$ cat src/rtl/spi_pkg.sv
`default_nettype none
// ============================================================================
// Module      : spi_pkg
// Description : Shared types and helpers for the SPI master controller.
//               - spi_state_e : transfer state machine encoding
//               - MODE_*_BIT  : bit positions of CPOL/CPHA in a packed mode field
//               - edge_width  : width of the SCK edge counter for a word width
//               - sel_width   : width of the chip-select index (min 1)
// Revision    : 1.0 - initial release
// ============================================================================
package spi_pkg;

    typedef enum logic [1:0] {
        IDLE  = 2'd0,
        LEAD  = 2'd1,
        XFER  = 2'd2,
        TRAIL = 2'd3
    } spi_state_e;

    // Packed mode field layout used by the host register file: {CPOL, CPHA}.
    localparam int MODE_CPOL_BIT = 1;
    localparam int MODE_CPHA_BIT = 0;

    // Edge counter must hold 0..2*DATA_W.
    function automatic int edge_width(input int data_w);
        return $clog2(2 * data_w + 1);
    endfunction

    function automatic int sel_width(input int num_cs);
        return (num_cs > 1) ? $clog2(num_cs) : 1;
    endfunction

endpackage
`default_nettype wire

$ cat src/rtl/spi_master_ctrl_clkgen.sv
`default_nettype none
// ============================================================================
// Module      : spi_clkgen
// Description : Half-period tick generator for the SPI master. A DIV_W-bit
//               down-counter emits a one-cycle tick every i_div+1 cycles
//               while enabled and reloads from i_div when enable rises.
// Ports       : clk, rst        - clock, synchronous active-high reset
//               i_en            - enable (next-cycle activity of the FSM)
//               i_div           - half-period length minus one
//               o_half_tick     - one-cycle pulse on the last cycle of a half-period
// Revision    : 1.0 - initial release
// ============================================================================
module spi_clkgen #(
    parameter int DIV_W = 8
) (
    input  logic             clk,
    input  logic             rst,
    input  logic             i_en,
    input  logic [DIV_W-1:0] i_div,
    output logic             o_half_tick
);

    logic [DIV_W-1:0] cnt_q, cnt_d;
    logic             active_q, active_d;

    // i_en is the FSM's next-state activity, so the counter is already loaded
    // with the divider on the first cycle of LEAD.
    always_comb begin
        active_d = i_en;
        cnt_d    = cnt_q;
        if (i_en && !active_q) begin
            cnt_d = i_div;
        end else if (active_q) begin
            // Wrap only at the end of a half-period, so div = all-ones is legal.
            cnt_d = (cnt_q == '0) ? i_div : cnt_q - DIV_W'(1);
        end
    end

    always_ff @(posedge clk) begin
        if (rst) begin
            cnt_q    <= '0;
            active_q <= 1'b0;
        end else begin
            cnt_q    <= cnt_d;
            active_q <= active_d;
        end
    end

    assign o_half_tick = active_q && (cnt_q == '0);

endmodule
`default_nettype wire

$ cat src/rtl/spi_master_ctrl.sv
`default_nettype none
// ============================================================================
// Module      : spi_master_ctrl
// Description : Parametrised SPI master. Word width, divider, CPOL/CPHA,
//               bit order and chip select are latched when a start request
//               is accepted in IDLE. Chip selects may be held between words.
// Ports       : clk, rst             - clock, synchronous active-high reset
//               txdata, txstart      - word and start request (idle only)
//               div                  - SCK half-period = div+1 clk cycles
//               cpol, cpha, lsb_first- SPI mode and bit order
//               cs_sel, cs_hold      - select index, keep CS low after word
//               cs_release           - idle pulse that raises all CS
//               rxdata, rxvalid      - received word and completion strobe
//               busy                 - transfer in progress
//               spi_sck/mosi/miso    - serial bus
//               spi_cs_n             - active-low chip selects
// Revision    : 1.0 - initial release
// ============================================================================
module spi_master_ctrl
    import spi_pkg::*;
#(
    parameter int DATA_W = 8,
    parameter int DIV_W  = 8,
    parameter int NUM_CS = 2
) (
    input  logic                         clk,
    input  logic                         rst,
    input  logic [DATA_W-1:0]            txdata,
    input  logic                         txstart,
    input  logic [DIV_W-1:0]             div,
    input  logic                         cpol,
    input  logic                         cpha,
    input  logic                         lsb_first,
    input  logic [sel_width(NUM_CS)-1:0] cs_sel,
    input  logic                         cs_hold,
    input  logic                         cs_release,
    output logic [DATA_W-1:0]            rxdata,
    output logic                         rxvalid,
    output logic                         busy,
    output logic                         spi_sck,
    output logic                         spi_mosi,
    input  logic                         spi_miso,
    output logic [NUM_CS-1:0]            spi_cs_n
);

    localparam int CS_W   = sel_width(NUM_CS);
    localparam int EDGE_W = edge_width(DATA_W);
    localparam logic [EDGE_W-1:0] EDGE_LAST = EDGE_W'(2 * DATA_W);
    localparam logic [EDGE_W-1:0] EDGE_ONE  = EDGE_W'(1);

    spi_state_e          state_q, state_d;
    logic [EDGE_W-1:0]   edge_q, edge_d;
    logic [DATA_W-1:0]   tx_sh_q, tx_sh_d;
    logic [DATA_W-1:0]   rx_sh_q, rx_sh_d;
    logic [DATA_W-1:0]   rxdata_q, rxdata_d;
    logic                rxvalid_q, rxvalid_d;
    logic                busy_q, busy_d;
    logic                sck_q, sck_d;
    logic                mosi_q, mosi_d;
    logic [NUM_CS-1:0]   cs_n_q, cs_n_d;
    logic [DIV_W-1:0]    div_q, div_d;
    logic                cpol_q, cpol_d;
    logic                cpha_q, cpha_d;
    logic                lsb_q, lsb_d;
    logic                cs_hold_q, cs_hold_d;

    logic                half_tick;
    logic                do_edge;
    logic [EDGE_W-1:0]   next_edge;
    logic                edge_odd;
    logic                do_sample;
    logic                do_shift;
    logic [DATA_W-1:0]   tx_shifted;

    // Out-of-range selects leave every CS high.
    function automatic logic [NUM_CS-1:0] cs_decode(input logic [CS_W-1:0] sel);
        logic [NUM_CS-1:0] v;
        v = '1;
        for (int i = 0; i < NUM_CS; i++) begin
            if (int'(sel) == i) begin
                v[i] = 1'b0;
            end
        end
        return v;
    endfunction

    spi_clkgen #(
        .DIV_W (DIV_W)
    ) u_clkgen (
        .clk         (clk),
        .rst         (rst),
        .i_en        (state_d != IDLE),
        .i_div       (div_d),
        .o_half_tick (half_tick)
    );

    assign next_edge = edge_q + EDGE_ONE;
    assign edge_odd  = next_edge[0];

    // CPHA=0: sample on leading (odd) edges, shift on trailing edges except
    // the last. CPHA=1: shift on leading edges after the first, sample on
    // trailing edges.
    assign do_sample = do_edge && (cpha_q ? !edge_odd : edge_odd);
    assign do_shift  = do_edge && (cpha_q ? (edge_odd && (next_edge != EDGE_ONE))
                                          : (!edge_odd && (next_edge != EDGE_LAST)));

    assign tx_shifted = lsb_q ? {1'b0, tx_sh_q[DATA_W-1:1]}
                              : {tx_sh_q[DATA_W-2:0], 1'b0};

    always_comb begin
        state_d   = state_q;
        edge_d    = edge_q;
        tx_sh_d   = tx_sh_q;
        rx_sh_d   = rx_sh_q;
        rxdata_d  = rxdata_q;
        rxvalid_d = 1'b0;
        busy_d    = busy_q;
        sck_d     = sck_q;
        mosi_d    = mosi_q;
        cs_n_d    = cs_n_q;
        div_d     = div_q;
        cpol_d    = cpol_q;
        cpha_d    = cpha_q;
        lsb_d     = lsb_q;
        cs_hold_d = cs_hold_q;
        do_edge   = 1'b0;

        case (state_q)
            IDLE: begin
                if (txstart) begin
                    state_d   = LEAD;
                    busy_d    = 1'b1;
                    edge_d    = '0;
                    tx_sh_d   = txdata;
                    div_d     = div;
                    cpol_d    = cpol;
                    cpha_d    = cpha;
                    lsb_d     = lsb_first;
                    cs_hold_d = cs_hold;
                    sck_d     = cpol;
                    mosi_d    = lsb_first ? txdata[0] : txdata[DATA_W-1];
                    // Decoding the new select also raises any held CS.
                    cs_n_d    = cs_decode(cs_sel);
                end else if (cs_release) begin
                    cs_n_d = '1;
                end
            end
            LEAD: begin
                if (half_tick) begin
                    state_d = XFER;
                    edge_d  = next_edge;
                    sck_d   = !sck_q;
                    do_edge = 1'b1;
                end
            end
            XFER: begin
                if (half_tick) begin
                    if (edge_q == EDGE_LAST) begin
                        state_d = TRAIL;
                        sck_d   = cpol_q;
                    end else begin
                        edge_d  = next_edge;
                        sck_d   = !sck_q;
                        do_edge = 1'b1;
                    end
                end
            end
            TRAIL: begin
                if (half_tick) begin
                    state_d   = IDLE;
                    busy_d    = 1'b0;
                    rxvalid_d = 1'b1;
                    rxdata_d  = rx_sh_q;
                    if (!cs_hold_q) begin
                        cs_n_d = '1;
                    end
                end
            end
            default: begin
                state_d = IDLE;
            end
        endcase

        if (do_sample) begin
            rx_sh_d = lsb_q ? {spi_miso, rx_sh_q[DATA_W-1:1]}
                            : {rx_sh_q[DATA_W-2:0], spi_miso};
        end
        if (do_shift) begin
            tx_sh_d = tx_shifted;
            mosi_d  = lsb_q ? tx_shifted[0] : tx_shifted[DATA_W-1];
        end
    end

    always_ff @(posedge clk) begin
        if (rst) begin
            state_q   <= IDLE;
            edge_q    <= '0;
            tx_sh_q   <= '0;
            rx_sh_q   <= '0;
            rxdata_q  <= '0;
            rxvalid_q <= 1'b0;
            busy_q    <= 1'b0;
            sck_q     <= 1'b0;
            mosi_q    <= 1'b0;
            cs_n_q    <= '1;
            div_q     <= '0;
            cpol_q    <= 1'b0;
            cpha_q    <= 1'b0;
            lsb_q     <= 1'b0;
            cs_hold_q <= 1'b0;
        end else begin
            state_q   <= state_d;
            edge_q    <= edge_d;
            tx_sh_q   <= tx_sh_d;
            rx_sh_q   <= rx_sh_d;
            rxdata_q  <= rxdata_d;
            rxvalid_q <= rxvalid_d;
            busy_q    <= busy_d;
            sck_q     <= sck_d;
            mosi_q    <= mosi_d;
            cs_n_q    <= cs_n_d;
            div_q     <= div_d;
            cpol_q    <= cpol_d;
            cpha_q    <= cpha_d;
            lsb_q     <= lsb_d;
            cs_hold_q <= cs_hold_d;
        end
    end

    assign rxdata   = rxdata_q;
    assign rxvalid  = rxvalid_q;
    assign busy     = busy_q;
    assign spi_sck  = sck_q;
    assign spi_mosi = mosi_q;
    assign spi_cs_n = cs_n_q;

endmodule
`default_nettype wire

$ cat config.mk
export PLATFORM = sky130hd
export DESIGN_NAME = spi_master_ctrl
export DESIGN_NICKNAME = d
export VERILOG_FILES = /design/src/rtl/spi_pkg.sv /design/src/rtl/spi_master_ctrl_clkgen.sv /design/src/rtl/spi_master_ctrl.sv
export SDC_FILE = /design/constraint.sdc
export NUM_CORES = 1
export LEC_CHECK = 0
export CAP_MARGIN = 20
export CORE_MARGIN = 8
export CORE_UTILIZATION = 44
export CTS_CLUSTER_SIZE = 25
export DETAILED_ROUTE_END_ITERATION = 10
export MAX_ROUTING_LAYER = met4
export PLACE_DENSITY_LB_ADDON = 0.05
export SLEW_MARGIN = 10
export SYNTH_ARGS = -nofsm -noshare
export SYNTH_HDL_FRONTEND = slang
export SYNTH_SLANG_ARGS = --single-unit
$ cat constraint.sdc
create_clock -name clk -period 5.8 [get_ports clk]
set_input_delay 1.16 -clock clk [delete_from_list [all_inputs] [get_ports clk]]
set_output_delay 1.16 -clock clk [all_outputs]
set_load 0.02 [all_outputs]
==> impl_metrics.json, run 1 <==
{
  "grt_first_pass_wirelength_um": 13500,
  "drive_above_1_share": 0.0810,
  "grt.met3_usage": 0.0398,
  "die_area_um2": 10600,
  "routed_wl_um": 8060,
  "synth-adder-area-share": 0.0302,
  "yosysSeqAreaShare": 0.350,
  "firstDrtPassIters": 4,
  "wl_per_cell_um": 15.5,
  "power.density_nw_per_um2": 461,
  "yosys.area_share.xor_xnor": 0.00529,
  "power_mw": 1.81,
  "ys_types": 66,
  "synthToLayoutAreaGrowth_pct": 18.5,
  "drt_iter0_markers": 158,
  "cts_hold_buf": 0,
  "whs_endpoint": "rxdata[0]",
  "critPathMaxFanout": 21,
  "core-area_um2": 7290,
  "fin_area_um2": 3930,
  "r2r-end": "tx_sh_q[7]",
  "final_common_cell": "dfxtp_1",
  "grt_max_degree": 40,
  "ys_seq_elements": 58,
  "grt.overflow.total": 0,
  "placed_cell_area_um2": 3690,
  "synth_top_area_cell": "dfxtp_1",
  "crit_type": "flip-flop to flip-flop",
  "initial_utilization": 0.454,
  "dp_hpwl_um": 5620,
  "io_buffer_count": 39,
  "hold_viol_final": 0,
  "post_cts_buffers": 0,
  "cts_tree": "done",
  "hold_depth": 2,
  "peakVddDrop_uv": 206,
  "min_period_over_period": 0.532,
  "yosys.area_share.simple": 0.221,
  "cp-start-kind": "flip-flop",
  "viasPerCell": 5.54,
  "h-tree-depth": 3,
  "cts_resized": 0,
  "final_antenna_net_count": 0,
  "avgSynthCellArea_um2": 8.47,
  "grt_busiest_layer": "met2",
  "antenna_found_initial": 0,
  "use_met2": 0.232,
  "hp-class": "flip-flop to flip-flop",
  "clkTransAtPathRegs_ns": 0.07,
  "worstPathArrival_ns": 3.30,
  "synth-compound-area-share": 0.234,
  "synth_top_area_share": 0.350,
  "max_cap_violations": 0,
  "diodes": 0,
  "grt_pass1_vias": 2662,
  "via_count": 2873,
  "layout_min_cycle_time_ns": 3.09,
  "syn_area_um2": 3310,
  "p_leak_nw": 1.35,
  "synth_top_family_by_area": "compound AO/OA/AOI/OAI gates",
  "worstRegToRegCells": 5,
  "postSynthCellCount": 391,
  "rows": 31,
  "fmax_mhz": 324,
  "synth_ff_type": "dfxtp_1",
  "maxSlewHeadroom": 0.408,
  "die_w_um": 103,
  "ios": 40,
  "die_h_um": 103,
  "worstMarginPinSlew_ns": 0.886,
  "synth_edf_count": 0,
  "cts_buffers": 9,
  "cts_sinks": 58,
  "clockBufferDepth": 2,
  "gp_congestion": 0.829,
  "cp_data_required_time_ns": 6.02,
  "holdCritStartpoint": "rxdata[0]",
  "r2r_start": "u_clkgen.active_q",
  "syn_nets": 425,
  "end_kind": "flip-flop",
  "grtUsageMet1": 0.226,
  "setup_violations": 0,
  "ys_top_cells_by_area": "dfxtp_1 (35%), mux2i_1 (9.4%), a21oi_1 (5.1%)",
  "slew_violations": 0,
  "finalNetCount": 449,
  "run_status": "finished, final reports clean",
  "ys_async_sr_fraction": 0,
  "rsz0062_at_grt": "no",
  "finClkSkew_ns": 0.00864,
  "cts-root-buf": "clkbuf_8",
  "rrSetupSlack_ns": 2.71,
  "clock_latency_ns": 0.33,
  "synth.area.mux_share": 0.104,
  "ys_warn_count": 0,
  "tns_ns": 0,
  "grtUsageTotal": 0.166,
  "drc_errors": 0,
  "layout_common_cells": "dfxtp_1 (58), clkdlybuf4s50_1 (38), nand2_1 (36), nor2_1 (36), a21oi_1 (34)"
}
metrics by stage:
stage	std cells	hold WS, ns	utilization	setup slack (ns)
6_report	519	0.459	0.538	2.71
5_1_grt	519	0.484	0.538	2.45
2_1_floorplan	391	0.432	-	3.18
3_5_place_dp	502	0.450	0.506	2.15
4_1_cts	518	0.461	0.536	2.49
3_3_place_gp	502	0.444	0.506	2.23
per-layer routing:
layer | vias up | part of all wire
li1 | 1481 | -
met1 | 1317 | 0.51
met2 | 65 | 0.42
met3 | 10 | 0.051
met4 | 0 | 0.013
met5 | - | 0
cell families after synthesis:
kind of cell / after synthesis
AND/OR/NAND/NOR: 137
AO/OA/AOI/OAI: 112
flip-flops: 58
buffers and inverters: 40
multiplexers: 34
adder cells (fa/ha/maj): 8
XOR/XNOR: 2
cells in the mapped netlist (5+ instances only):
cell       number
inv_1          11
mux2i_1        31
o2bb2ai_1       6
a21oi_1        34
nand2_1        36
o21ai_0        17
nor2_1         36
nand3_1        17
nand4_1         5
clkbuf_1       19
ha_1            8
dfxtp_1        58
nor2b_1         6
nor3_1          5
a211oi_1       19
worst max path at each step:
stage	depth (start not counted)	start	to	slack, ns
detailed placement	6	txstart	u_clkgen.cnt_q[1]	2.15
floorplan	7	txstart	u_clkgen.cnt_q[1]	3.18
global placement	6	txstart	u_clkgen.cnt_q[1]	2.23
CTS	6	txstart	u_clkgen.cnt_q[1]	2.49
global route	5	u_clkgen.active_q	tx_sh_q[7]	2.45
finish	5	u_clkgen.active_q	tx_sh_q[7]	2.71
cell type report:
class / instances / area [um2]
Clock buffer: 11 / 141
Clock inverter: 5 / 77.6
Fill cell: 714 / 3370
Inverter: 12 / 45.0
Multi-Input combinational cell: 293 / 1970
Sequential cell: 58 / 1160
Tap cell: 99 / 124
Timing Repair Buffer: 41 / 408
sequential cells by signal (all words and copies together), names as in the netlist:
signal / cells
busy: 1
cpha_q: 1
cpol_q: 1
cs_hold_q: 1
div_q: 8
edge_q: 5
lsb_q: 1
rx_sh_q: 8
rxdata: 8
rxvalid: 1
spi_cs_n: 2
spi_mosi: 1
spi_sck: 1
state_q: 2
tx_sh_q: 8
u_clkgen.active_q: 1
u_clkgen.cnt_q: 8
power breakdown:
part	internal, mW	switching [mW]
logic	0.339	0.487
clock network	0.252	0.164
registers	0.469	0.100
total	1.06	0.752
critical path, stage by stage (launching register included):
cell and delay (ns):
dfxtp_1 0.83, or4bb_1 0.63, nor2_2 0.45, nand2b_1 0.36
a21oi_4 0.34, mux2_1 0.35
Power figures use the tool's default switching activity.
==> run 2: changes to the inputs <==
==> constraint.sdc (replaced) <==
create_clock -name clk -period 3.2 [get_ports clk]
set_input_delay 0.64 -clock clk [delete_from_list [all_inputs] [get_ports clk]]
set_output_delay 0.64 -clock clk [all_outputs]
set_load 0.02 [all_outputs]
==> run 2 against run 1 <==
Compared with the run above: core utilization is 0.48 points lower; fmax is 24% higher; critical endpoint unchanged; largest power group unchanged; worst hold slack better by 0.0040 ns; global-route usage is 0.25 points higher; critical path depth is 2 higher.
==> impl_metrics.json, run 2 (same netlist as run 1, synthesis figures left out) <==
{
  "run_status": "finished, final reports clean",
  "io_buffer_count": 39,
  "cts_hold_buf": 0,
  "grt.overflow.total": 0,
  "critical_path.slowest_cell": "ha_1",
  "clkPwrFrac": 0.182,
  "viasPerCell": 5.59,
  "core-area_um2": 7290,
  "worstPathArrival_ns": 2.71,
  "r2r_start": "state_q[0]",
  "switchingPower_mw": 1.37,
  "layout_min_cycle_time_ns": 2.50,
  "final_antenna_net_count": 0,
  "gp_congestion": 0.822,
  "worstMarginPinSlew_ns": 0.895,
  "hp-class": "flip-flop to flip-flop",
  "routed_wl_um": 8320,
  "rrSetupSlack_ns": 0.70,
  "slew_violations": 0,
  "critPathMaxStageDelay_ns": 0.50,
  "combinationalPowerShare": 0.501,
  "cts_sinks": 58,
  "grt_max_degree": 48,
  "setup_violations": 0,
  "cts_buffers": 9,
  "path_cells": "inv_1, ha_1, nand2_1, a2bb2oi_1, nand2b_1, a21oi_4, mux2_1",
  "rows": 31,
  "dp_hpwl_um": 5740,
  "clkTransAtPathRegs_ns": 0.07,
  "die_h_um": 103,
  "worstRegToRegCells": 7,
  "r2r-end": "tx_sh_q[7]",
  "drt_iter0_markers": 162,
  "layout_common_cells": "dfxtp_1 (58), clkdlybuf4s50_1 (38), nand2_1 (36), nor2_1 (36), a21oi_1 (34)",
  "max_cap_violations": 0,
  "utilization": 0.534,
  "final_common_cell": "dfxtp_1",
  "drive_above_1_share": 0.0896,
  "min_period_over_period": 0.780,
  "cp-start-kind": "flip-flop",
  "maxSlewHeadroom": 0.403,
  "cp_data_required_time_ns": 3.42,
  "holdCritStartpoint": "rxdata[7]",
  "die_w_um": 103,
  "firstDrtPassIters": 4,
  "grtUsageTotal": 0.169,
  "grt_first_pass_wirelength_um": 13800,
  "crit_buf_inv": 1,
  "peakVddDrop_uv": 421,
  "clock_latency_ns": 0.33,
  "cts_resized": 0,
  "internal-power_mw": 1.75,
  "drc_errors": 0,
  "tns_ns": 0,
  "hold_depth": 2,
  "power.density_nw_per_um2": 802,
  "switching_share": 0.440,
  "synthToLayoutAreaGrowth_pct": 17.4,
  "via_count": 2924,
  "post_cts_buffers": 0,
  "wl_per_cell_um": 15.9,
  "antenna_found_initial": 0,
  "ios": 40,
  "crit_type": "flip-flop to flip-flop",
  "path_delay_family": "compound AO/OA/AOI/OAI gates",
  "rsz0062_at_grt": "no",
  "initial_utilization": 0.454,
  "whs_endpoint": "rxdata[7]",
  "finalNetCount": 453,
  "grt_pass1_vias": 2855,
  "p_leak_nw": 1.35,
  "holdWs_ns": 0.463,
  "crit_cells": 7,
  "finClkSkew_ns": 0.0112,
  "diodes": 0,
  "seqPwrFrac": 0.317,
  "end_kind": "flip-flop",
  "cts-root-buf": "clkbuf_8",
  "fmax_mhz": 401,
  "hold_viol_final": 0,
  "critPathMaxFanout": 12,
  "clockBufferDepth": 2,
  "cts_tree": "done",
  "h-tree-depth": 3,
  "die_area_um2": 10600
}
## run 2: through the flow
step | std cells | cell area, um2 | power, mW | setup WS, ns
5_1_grt | 523 | 3890 | 3.36 | 0.468
4_1_cts | 523 | 3890 | 3.13 | 0.697
2_1_floorplan | 391 | 3310 | 2.24 | 0.992
3_5_place_dp | 507 | 3730 | 2.55 | 0.383
3_3_place_gp | 507 | 3730 | 2.53 | 0.504
6_report | 523 | 3890 | 3.12 | 0.704
## run 2: worst max path at each step
| stage | from | endpoint | slack (ns) |
|---|---|---|---|
| global placement | txstart | tx_sh_q[5] | 0.50 |
| global route | state_q[0] | tx_sh_q[1] | 0.47 |
| floorplan | u_clkgen.cnt_q[0] | u_clkgen.cnt_q[1] | 0.99 |
| CTS | state_q[0] | tx_sh_q[7] | 0.70 |
| detailed placement | txstart | tx_sh_q[1] | 0.38 |
| finish | state_q[0] | tx_sh_q[7] | 0.70 |
## run 2: worst min-delay path, stage by stage, from the launching register on
cell and delay (ns):
dfxtp_1 0.31, nand2_1 0.05, a21oi_1 0.05
## run 2: area by class of cell
| cell class | count | area [um2] |
|---|---|---|
| timing repair buffer | 45 | 430 |
| sequential | 58 | 1160 |
| fill | 726 | 3400 |
| clock inverter | 6 | 33.8 |
| inverter | 12 | 45.0 |
| clock buffer | 10 | 128 |
| multi-input combinational | 293 | 1970 |
| tap | 99 | 124 |
## run 2: power groups by stage
stage / clock [mW] / sequential (mW) / combinational (mW)
6_report: 0.568 / 0.990 / 1.56
2_1_floorplan: 0 / 0.978 / 1.26
3_3_place_gp: 0 / 0.999 / 1.54
3_5_place_dp: 0 / 0.999 / 1.55
5_1_grt: 0.624 / 1.01 / 1.73
4_1_cts: 0.590 / 0.984 / 1.56
## run 2: layer usage
metal,track usage,vias up,part of all wire
li1,-,1487,-
met1,0.218,1364,0.51
met2,0.248,65,0.43
met3,0.0398,8,0.049
met4,0.0679,0,0.0094
met5,-,-,0
==> run 3: changes to the inputs <==
==> constraint.sdc (replaced) <==
create_clock -name clk -period 2.2 [get_ports clk]
set_input_delay 0.44 -clock clk [delete_from_list [all_inputs] [get_ports clk]]
set_output_delay 0.44 -clock clk [all_outputs]
set_load 0.02 [all_outputs]
==> run 3 against run 2 <==
Compared with the run above: setup slack worse by 0.61 ns; largest power group unchanged; critical path type unchanged; critical endpoint is now edge_q[0]; routed wire length up 4.4%; sequential share of layout area down 2.7 points; combinational power up 83%; sequential power up 40%; register-to-register slack worse by 0.61 ns; via count up 6.6%.
==> impl_metrics.json, run 3 (same netlist as run 1, synthesis figures left out) <==
{
  "grt_first_pass_wirelength_um": 14400,
  "die_area_um2": 10600,
  "cts_buffers": 9,
  "cts_tree": "done",
  "drc_errors": 0,
  "drive_above_1_share": 0.194,
  "grt_max_degree": 35,
  "antenna_found_initial": 0,
  "finalNetCount": 494,
  "final_antenna_net_count": 0,
  "clock_latency_ns": 0.33,
  "via_count": 3118,
  "finClkSkew_ns": 0.00897,
  "clockBufferDepth": 2,
  "rsz0062_at_grt": "yes",
  "worstMarginPinSlew_ns": 0.683,
  "hp-class": "flip-flop to flip-flop",
  "crit_type": "flip-flop to flip-flop",
  "crit_start": "u_clkgen.cnt_q[1]",
  "p_leak_nw": 1.56,
  "layout_min_cycle_time_ns": 2.11,
  "rows": 31,
  "grtUsageTotal": 0.177,
  "worstPathArrival_ns": 2.36,
  "dp_hpwl_um": 6360,
  "run_status": "finished, final reports clean",
  "core-area_um2": 7290,
  "power.density_nw_per_um2": 1200,
  "cp-start-kind": "flip-flop",
  "setup_violations": 0,
  "peakVddDrop_uv": 611,
  "maxSlewHeadroom": 0.544,
  "fmax_mhz": 474,
  "routed_wl_um": 8690,
  "die_w_um": 103,
  "h-tree-depth": 3,
  "cp_data_required_time_ns": 2.46,
  "wl_per_cell_um": 15.4,
  "diodes": 0,
  "initial_utilization": 0.454,
  "clkTransAtPathRegs_ns": 0.07,
  "grt.overflow.total": 0,
  "grt_pass1_vias": 2901,
  "viasPerCell": 5.53,
  "die_h_um": 103,
  "final_common_cell": "dfxtp_1",
  "firstDrtPassIters": 4,
  "holdWs_ns": 0.453,
  "io_buffer_count": 39,
  "holdCritStartpoint": "rxdata[6]",
  "min_period_over_period": 0.958,
  "tns_ns": 0,
  "drt_iter0_markers": 246,
  "r2r_start": "u_clkgen.cnt_q[1]",
  "max_cap_violations": 0,
  "synthToLayoutAreaGrowth_pct": 29.3,
  "critPathMaxFanout": 5,
  "slew_violations": 0,
  "gp_congestion": 0.805,
  "cts_sinks": 58,
  "layout_common_cells": "dfxtp_1 (55), buf_4 (45), clkdlybuf4s50_1 (38)",
  "hold_viol_final": 0,
  "cts-root-buf": "clkbuf_8",
  "ios": 40,
  "end_kind": "flip-flop"
}
run 3: changes by cell type in the layout (fill, tap and decap cells not counted), sizes merged:
cell      change
clkinvlp      +2
buf          +41
clkinv        -2
run 3: timing repair:
item	CTS	global route
endpoints found under the setup margin	1	17
pin swaps	0	6
hold buffers	0	0
buffers inserted	0	3
resized for setup	1	11
run 3: worst max-delay path, cell delays in order, from the launching register on:
cell	delay [ns]
dfxtp_2	0.33
inv_2	0.07
ha_4	0.13
or4bb_4	0.46
or3_4	0.40
a221oi_4	0.36
nand3_1	0.12
a21oi_1	0.16
run 3: through the flow:
step           instances  instance area [um2]  worst slack, ns  utilization  power, mW
2_1_floorplan        391                 3330         -0.00804            -       3.28
3_3_place_gp         545                 4050           0.0283        0.555       4.13
3_5_place_dp         545                 4050          -0.0106        0.555       4.17
4_1_cts              561                 4240          0.00249        0.581       5.09
5_1_grt              564                 4290          -0.0228        0.588       5.49
6_report             564                 4290           0.0925        0.588       5.13
run 3: cell type report:
type	count	area, um2
fillers	690	3010
multi-input cells	293	2010
clock buffers	10	138
repair buffers	86	763
inverters	12	45.0
clock inverters	6	42.5
flip-flops and latches	58	1160
well taps	99	124
run 3: final timing paths:
check,endpoint,slack (ns),depth (start not counted)
setup / recovery,edge_q[0],0.09,7
hold / removal,rxdata[6],0.45,2
hold reg to reg,rxdata[6],0.45,2
setup reg to reg,edge_q[0],0.09,7
run 3: report_power, final:
part / internal, mW / leakage [nW] / switching [mW]
Combinational: 1.30 / 0.996 / 1.55
Clock: 0.438 / 0.0882 / 0.449
Sequential: 1.24 / 0.474 / 0.151
Total: 2.98 / 1.56 / 2.15
run 3: routing by layer:
layer / part of all wire / vias to the layer above / global-route usage
met2: 0.44 / 74 / 0.255
li1: - / 1577 / -
met3: 0.051 / 8 / 0.0365
met1: 0.50 / 1459 / 0.235
met5: 0 / - / -
met4: 0.014 / 0 / 0.0734
